### src/rtl/dmem_arbiter.sv
// Two-master arbiter for the single data-memory port: CPU load/store (port 0)
// and debug/loader (port 1), sequenced IDLE -> ACCESS -> [WAIT] -> DONE.
module dmem_arbiter #(
  parameter int RD_LAT     = 1,
  parameter int FIXED_PRIO = 0,
  parameter int AW         = 32,
  parameter int DW         = 32
) (
  input  logic          clock,
  input  logic          reset_n,
  input  logic          req0,
  input  logic          we0,
  input  logic [AW-1:0] addr0,
  input  logic [DW-1:0] wdata0,
  input  logic [2:0]    op0,
  output logic          ack0,
  output logic [DW-1:0] rdata0,
  output logic          stall0,
  input  logic          req1,
  input  logic          we1,
  input  logic [AW-1:0] addr1,
  input  logic [DW-1:0] wdata1,
  input  logic [2:0]    op1,
  output logic          ack1,
  output logic [DW-1:0] rdata1,
  output logic [AW-1:0] mem_addr,
  output logic [DW-1:0] mem_wdata,
  output logic [2:0]    mem_op,
  output logic          mem_we,
  input  logic [DW-1:0] mem_rdata,
  output logic          busy
);

  typedef enum logic [1:0] {IDLE, ACCESS, WAIT, DONE} state_t;

  state_t      state_reg;
  logic        last_grant_reg;
  logic        id_reg;
  logic        we_reg;
  logic [2:0]  count_reg;

  logic          win;
  logic          win_we;
  logic [AW-1:0] win_addr;
  logic [DW-1:0] win_wdata;
  logic [2:0]    win_op;
  logic [DW-1:0] cap_data;

  // Winner: a lone requester, or on a conflict port 0 (fixed) / the port not granted last.
  always_comb begin
    win = req1 & ~req0;
    if (req0 && req1)
      win = (FIXED_PRIO != 0) ? 1'b0 : ~last_grant_reg;
  end

  assign win_we    = win ? we1    : we0;
  assign win_addr  = win ? addr1  : addr0;
  assign win_wdata = win ? wdata1 : wdata0;
  assign win_op    = win ? op1    : op0;
  assign cap_data  = we_reg ? '0 : mem_rdata;

  assign busy   = (state_reg != IDLE);
  assign stall0 = req0 & ~ack0 & reset_n;

  always_ff @(posedge clock or negedge reset_n) begin
    if (!reset_n) begin
      state_reg      <= IDLE;
      last_grant_reg <= 1'b1;
      id_reg         <= 1'b0;
      we_reg         <= 1'b0;
      count_reg      <= '0;
      mem_addr       <= '0;
      mem_wdata      <= '0;
      mem_op         <= '0;
      mem_we         <= 1'b0;
      ack0           <= 1'b0;
      ack1           <= 1'b0;
      rdata0         <= '0;
      rdata1         <= '0;
    end else begin
      ack0   <= 1'b0;
      ack1   <= 1'b0;
      rdata0 <= '0;
      rdata1 <= '0;
      case (state_reg)
        IDLE: begin
          if (req0 || req1) begin
            id_reg         <= win;
            last_grant_reg <= win;
            we_reg         <= win_we;
            mem_addr       <= win_addr;
            mem_wdata      <= win_wdata;
            mem_op         <= win_op;
            mem_we         <= win_we;
            state_reg      <= ACCESS;
          end
        end
        ACCESS: begin
          mem_we <= 1'b0;
          if (we_reg || RD_LAT == 1) begin
            ack0      <= ~id_reg;
            ack1      <= id_reg;
            rdata0    <= id_reg ? '0 : cap_data;
            rdata1    <= id_reg ? cap_data : '0;
            state_reg <= DONE;
          end else begin
            count_reg <= 3'(RD_LAT - 1);
            state_reg <= WAIT;
          end
        end
        WAIT: begin
          count_reg <= count_reg - 3'd1;
          // Last wait cycle: mem_rdata is valid at its end.
          if (count_reg == 3'd1) begin
            ack0      <= ~id_reg;
            ack1      <= id_reg;
            rdata0    <= id_reg ? '0 : cap_data;
            rdata1    <= id_reg ? cap_data : '0;
            state_reg <= DONE;
          end
        end
        default: state_reg <= IDLE;
      endcase
    end
  end

endmodule

### config.mk
export PLATFORM = sky130hd
export DESIGN_NAME = dmem_arbiter
export DESIGN_NICKNAME = d
export VERILOG_FILES = /design/src/rtl/dmem_arbiter.sv
export SDC_FILE = /design/constraint.sdc
export NUM_CORES = 1
export LEC_CHECK = 0
export CAP_MARGIN = 20
export CORE_MARGIN = 4
export CORE_UTILIZATION = 39
export DETAILED_ROUTE_END_ITERATION = 16
export PLACE_DENSITY = 0.79
export SLEW_MARGIN = 20
export SYNTH_ARGS = -nofsm -noshare
export SYNTH_HDL_FRONTEND = slang
export SYNTH_SLANG_ARGS = --single-unit
### constraint.sdc
create_clock -name clock -period 1.85 [get_ports clock]
set_input_delay 0.4625 -clock clock [delete_from_list [all_inputs] [get_ports clock]]
set_output_delay 0.4625 -clock clock [all_outputs]
set_load 0.05 [all_outputs]
Word level (Yosys, flattened, before mapping) --
Index checks and enable logic that the tools add are counted.
Word-level totals: flip-flop bits (word level) 142, word-level logic and storage cells 55
Cells by class: add/sub/neg operators 1, equal/unequal tests 5, multiplexer cells 21, bitwise gates (word level) 7, reduce and logical (&&, ||, !) cells 8
Operator list (count):
- 2-to-1 mux 32 bit | 7
- one-hot mux 32 bit (2 select lines) | 2
- one-hot mux 1 bit (2 select lines) | 3
- one-hot mux 2 bit (3 select lines) | 1
- AND reduction 2 bit | 3
- 2-to-1 mux 1 bit | 5
- 2-to-1 mux 2 bit | 2
- inequality test 2 bit (second input constant) | 2
- NOT 1 bit | 4
- nonzero test 2 bit | 2
- AND 1 bit | 3
- == test 3 x 1 -> 1 bit (second input constant) | 1
- 2-to-1 mux 3 bit | 1
- subtractor 3 x 1 -> 3 bit (second input constant) | 1
- == test 2 x 1 -> 1 bit (second input constant) | 1
- == test 2 bit (second input constant) | 1
- zero test 2 bit | 1
- logical AND 1 bit | 1
- logical OR 1 bit | 1

Logic depth before layout (Yosys ltp) --
Gate-level depths: netlist of the first run.
depth in word-level cells 6, gate-level depth with buffers 7, mapped depth without buffers 5

Worst setup path before layout of the first run --
Ideal clock, no wire load.
kind register to output, start point register ack0, end point output port stall0, arrival 1127 ps, required time 1387 ps, path slack 260 ps, stages on the path, launching flop included 2, buffers on the path 0, path through dfrtp_1 > and3b_1
Between the ends: word-level cells in the longest chain between the ends 3
RTL lines:
- start, declared | line 16 | output logic ack0,
- start signal, assigned | line 101 | ack0 <= ~id_reg;
- start signal, assigned | line 115 | ack0 <= ~id_reg;
- NOT 1 bit | line 63 | assign stall0 = req0 & ~ack0 & reset_n;
- AND 1 bit (2 in a row) | line 63
- end, declared | line 18 | output logic stall0,
Every way passes these cells.

Worst setup path in the final report of the first run --
start point register state_reg[0], end point output port busy
Between the ends: word-level cells in the longest chain between the ends 1
RTL lines:
- start, declared | line 36 | state_t state_reg;
- start signal, assigned | line 67 | state_reg <= IDLE;
- start signal, assigned | line 95 | state_reg <= ACCESS;
- start signal, assigned | line 105 | state_reg <= DONE;
- nonzero test 2 bit | line 62 | assign busy = (state_reg != IDLE);
- end, declared | line 31 | output logic busy
Every way passes these cells.

==> metrics, run 1 <==
Setup crit start=state_reg[0]; Post-Synth Simple-Gate Area=22.0%; die area=16500 um2; Tightest Pin Transition=0.758 ns; root buf cell=clkbuf_16; Finished Cell Area=9520 um2; worst path arrival time=1.32 ns; cell mode on critical path=inv_2; startpoint types=flip-flop; Vias/cell=4.85; maximum clock insertion buffer count=2; cell row count=43; Worst VDD drop=0.846 mV; Final HPWL DP=13.3 mm; via count=5321; Fin. Hold Viols=0; status=completed; most frequent cells in the layout=clkdlybuf4s50_1, buf_4, dfrtp_1, nand2_1, nor2_1; period utilization=96.4%; FF-to-FF setup slack=0.25 ns; endpoints failing setup=0; I/O pin count=308; CP top delay family=flip-flops; maxcap violations=0; Synth top area share=62.2%; share of layout cells above drive strength 1=23.1%; Placement Cell Area=8880 um2; Final Critical Period=1.78 ns; post-synthesis adder-cell area fraction=1.32%; cts bufs inserted=17; Crit-path slowest cell=dfrtp_1; initial core utilization=40.4%; non-filler cells, final=1098; leakage=4.47 nW; most common cell after layout, fill and taps aside=clkdlybuf4s50_1; synth warn=0; # diodes=0; Die H=129 um; Critical Path RT=1.39 ns; vias in the first global route=5297; final wirelength=18.0 mm; register bit total from synthesis=142; worst skew pair latency=0.42 ns; Cell Chain, Critical Path=inv_2 > ha_4 > inv_2 > buf_12; Worst slew margin=49.5%; DR pass1 iterations=4; CTS clk-pin slew, worst paths=0.06 ns; HP Class=in2async; Fmax=560 MHz; max-slew violation count=0; TritonCTS sink count=142; H-tree levels=4; largest family of logic cells by synthesized area=simple AND/OR/NAND/NOR gates; Die Wd=129 um; DRT antenna net count=0; r2r startpoint=state_reg[0]; XOR/XNOR share of the synthesized area=0.309%; post-synthesis area per instance=9.68 um2; Final #Nets=1084; Buffers on Ports=307; GPL Wtd Cong=0.831; Post-Syn Area=5670 um2; Syn Nets=764; gr ovfl total=0; RSZ-0062 raised after global routing=no; Initial DRC Count=290; CTS tree=done; initial antenna violation count=1; final hold slack=0.143 ns; first-pass GRT wire length=27.4 mm; # DRC=0; post-synthesis cell type count=27; area growth from synthesis to layout=67.7%; Compound-Gate Fraction of Synth Area=9.26%; total power per unit cell area=1750 nW/um2; final clock skew=0.00635 ns; critical path's largest stage delay=0.41 ns; GRT Resource Usage Total=21.5%; Gate Count Post-Synth=586; Seq/Total Area, Yosys=62.7%; post-synthesis mux area share=0.375%; worst setup path class=reg2out; largest area contributor in the netlist=dfrtp_1; hold-fix buffers at CTS=0; CP Buf/Inv Count=3; synth top area cells=dfrtp_1, nand2_1, nor2_1, a31oi_1, nand2b_1; placed insts=1065; crit path max fanout=6; largest net degree at the start of global routing=143; DR WL/cell=16.4 um; crit end category=output port; Final TNS setup=0 ns; Core ar.=14000 um2
-- cell usage after synthesis --
cell type and count:
o211ai_2 2, buf_4 4, dfrtp_1 141, ha_1 6, nand2_1 137, o22ai_1 1
buf_2 27, o21a_1 1, a22oi_1 1, nand3_1 1, inv_1 8, a21bo_1 1
clkbuf_1 7, nand2b_1 33, a21boi_2 1, xnor2_1 1, mux2i_1 1, and3b_1 2
dfstp_2 1, a31oi_1 69, o21bai_1 1, a21oi_1 2, a32oi_1 1, xor2_1 1
buf_6 1, nor2_1 134, mux2_2 1
-- through the flow --
stage | worst slack (ns) | power (mW) | utilization, %
after detailed placement | -0.147 | 13.1 | 63.2
final | 0.0657 | 16.6 | 67.8
after floorplan | 0.260 | 10.0 | -
after global routing | 0.0105 | 17.4 | 67.8
after global placement | -0.0996 | 13.0 | 63.2
after CTS | 0.0244 | 16.7 | 67.7
-- cells by family after synthesis --
| kind of cell | count (synthesis) |
|---|---|
| buf+inv | 47 |
| flops | 142 |
| mux | 2 |
| compound gates | 80 |
| xor+xnor | 2 |
| fa+ha+maj | 6 |
| simple gates | 307 |
-- repair_timing --
| action | in CTS | in global routing |
|---|---|---|
| cloned | 0 | 0 |
| resized for setup | 6 | 0 |
| endpoints found under the setup margin | 2 | 1 |
| setup buffers | 0 | 2 |
-- cell type report --
cell class              instances  area [um2]
multi-input cells             397        1910
well taps                     180         225
clock buffers                  19         453
inverters                       8        30.0
fillers                      1114        4530
repair buffers                340        3180
flip-flops and latches        142        3550
clock inverters                12         159
-- where the power goes --
part	switching, mW	internal (mW)
Clock	1.34	2.20
Combinational	5.52	2.85
Sequential	0.571	4.13
-- final timing paths --
check	depth (start not counted)	endpoint
max	4	busy
min	2	rdata0[16]
max reg2reg	6	rdata1[3]
min reg2reg	1	count_reg[2]
max in group asynchronous	2	mem_wdata[9]
min in group clock	1	count_reg[2]
-- per-layer routing --
metal / wire (um) / vias up / share of wire (%) / GRT usage, %
met5: 13 / - / 0.072 / 0
met4: 685 / 2 / 3.8 / 10.5
met3: 1730 / 53 / 9.6 / 7.76
met2: 8940 / 255 / 50 / 36.7
met1: 6650 / 2471 / 37 / 23.8
li1: - / 2540 / - / -
Power figures use the tool's default switching activity.
==> run 2: changes to the inputs <==
CTS_CLUSTER_DIAMETER = 100   (was not set)
==> results of run 2 <==
The final DEF is identical to that of run 1; final timing and power are the same.
==> run 3: changes to the inputs <==
ABC_CLOCK_PERIOD_IN_PS = 1850   (was not set)
==> results of run 3 <==
The final DEF is identical to that of run 1; final timing and power are the same.
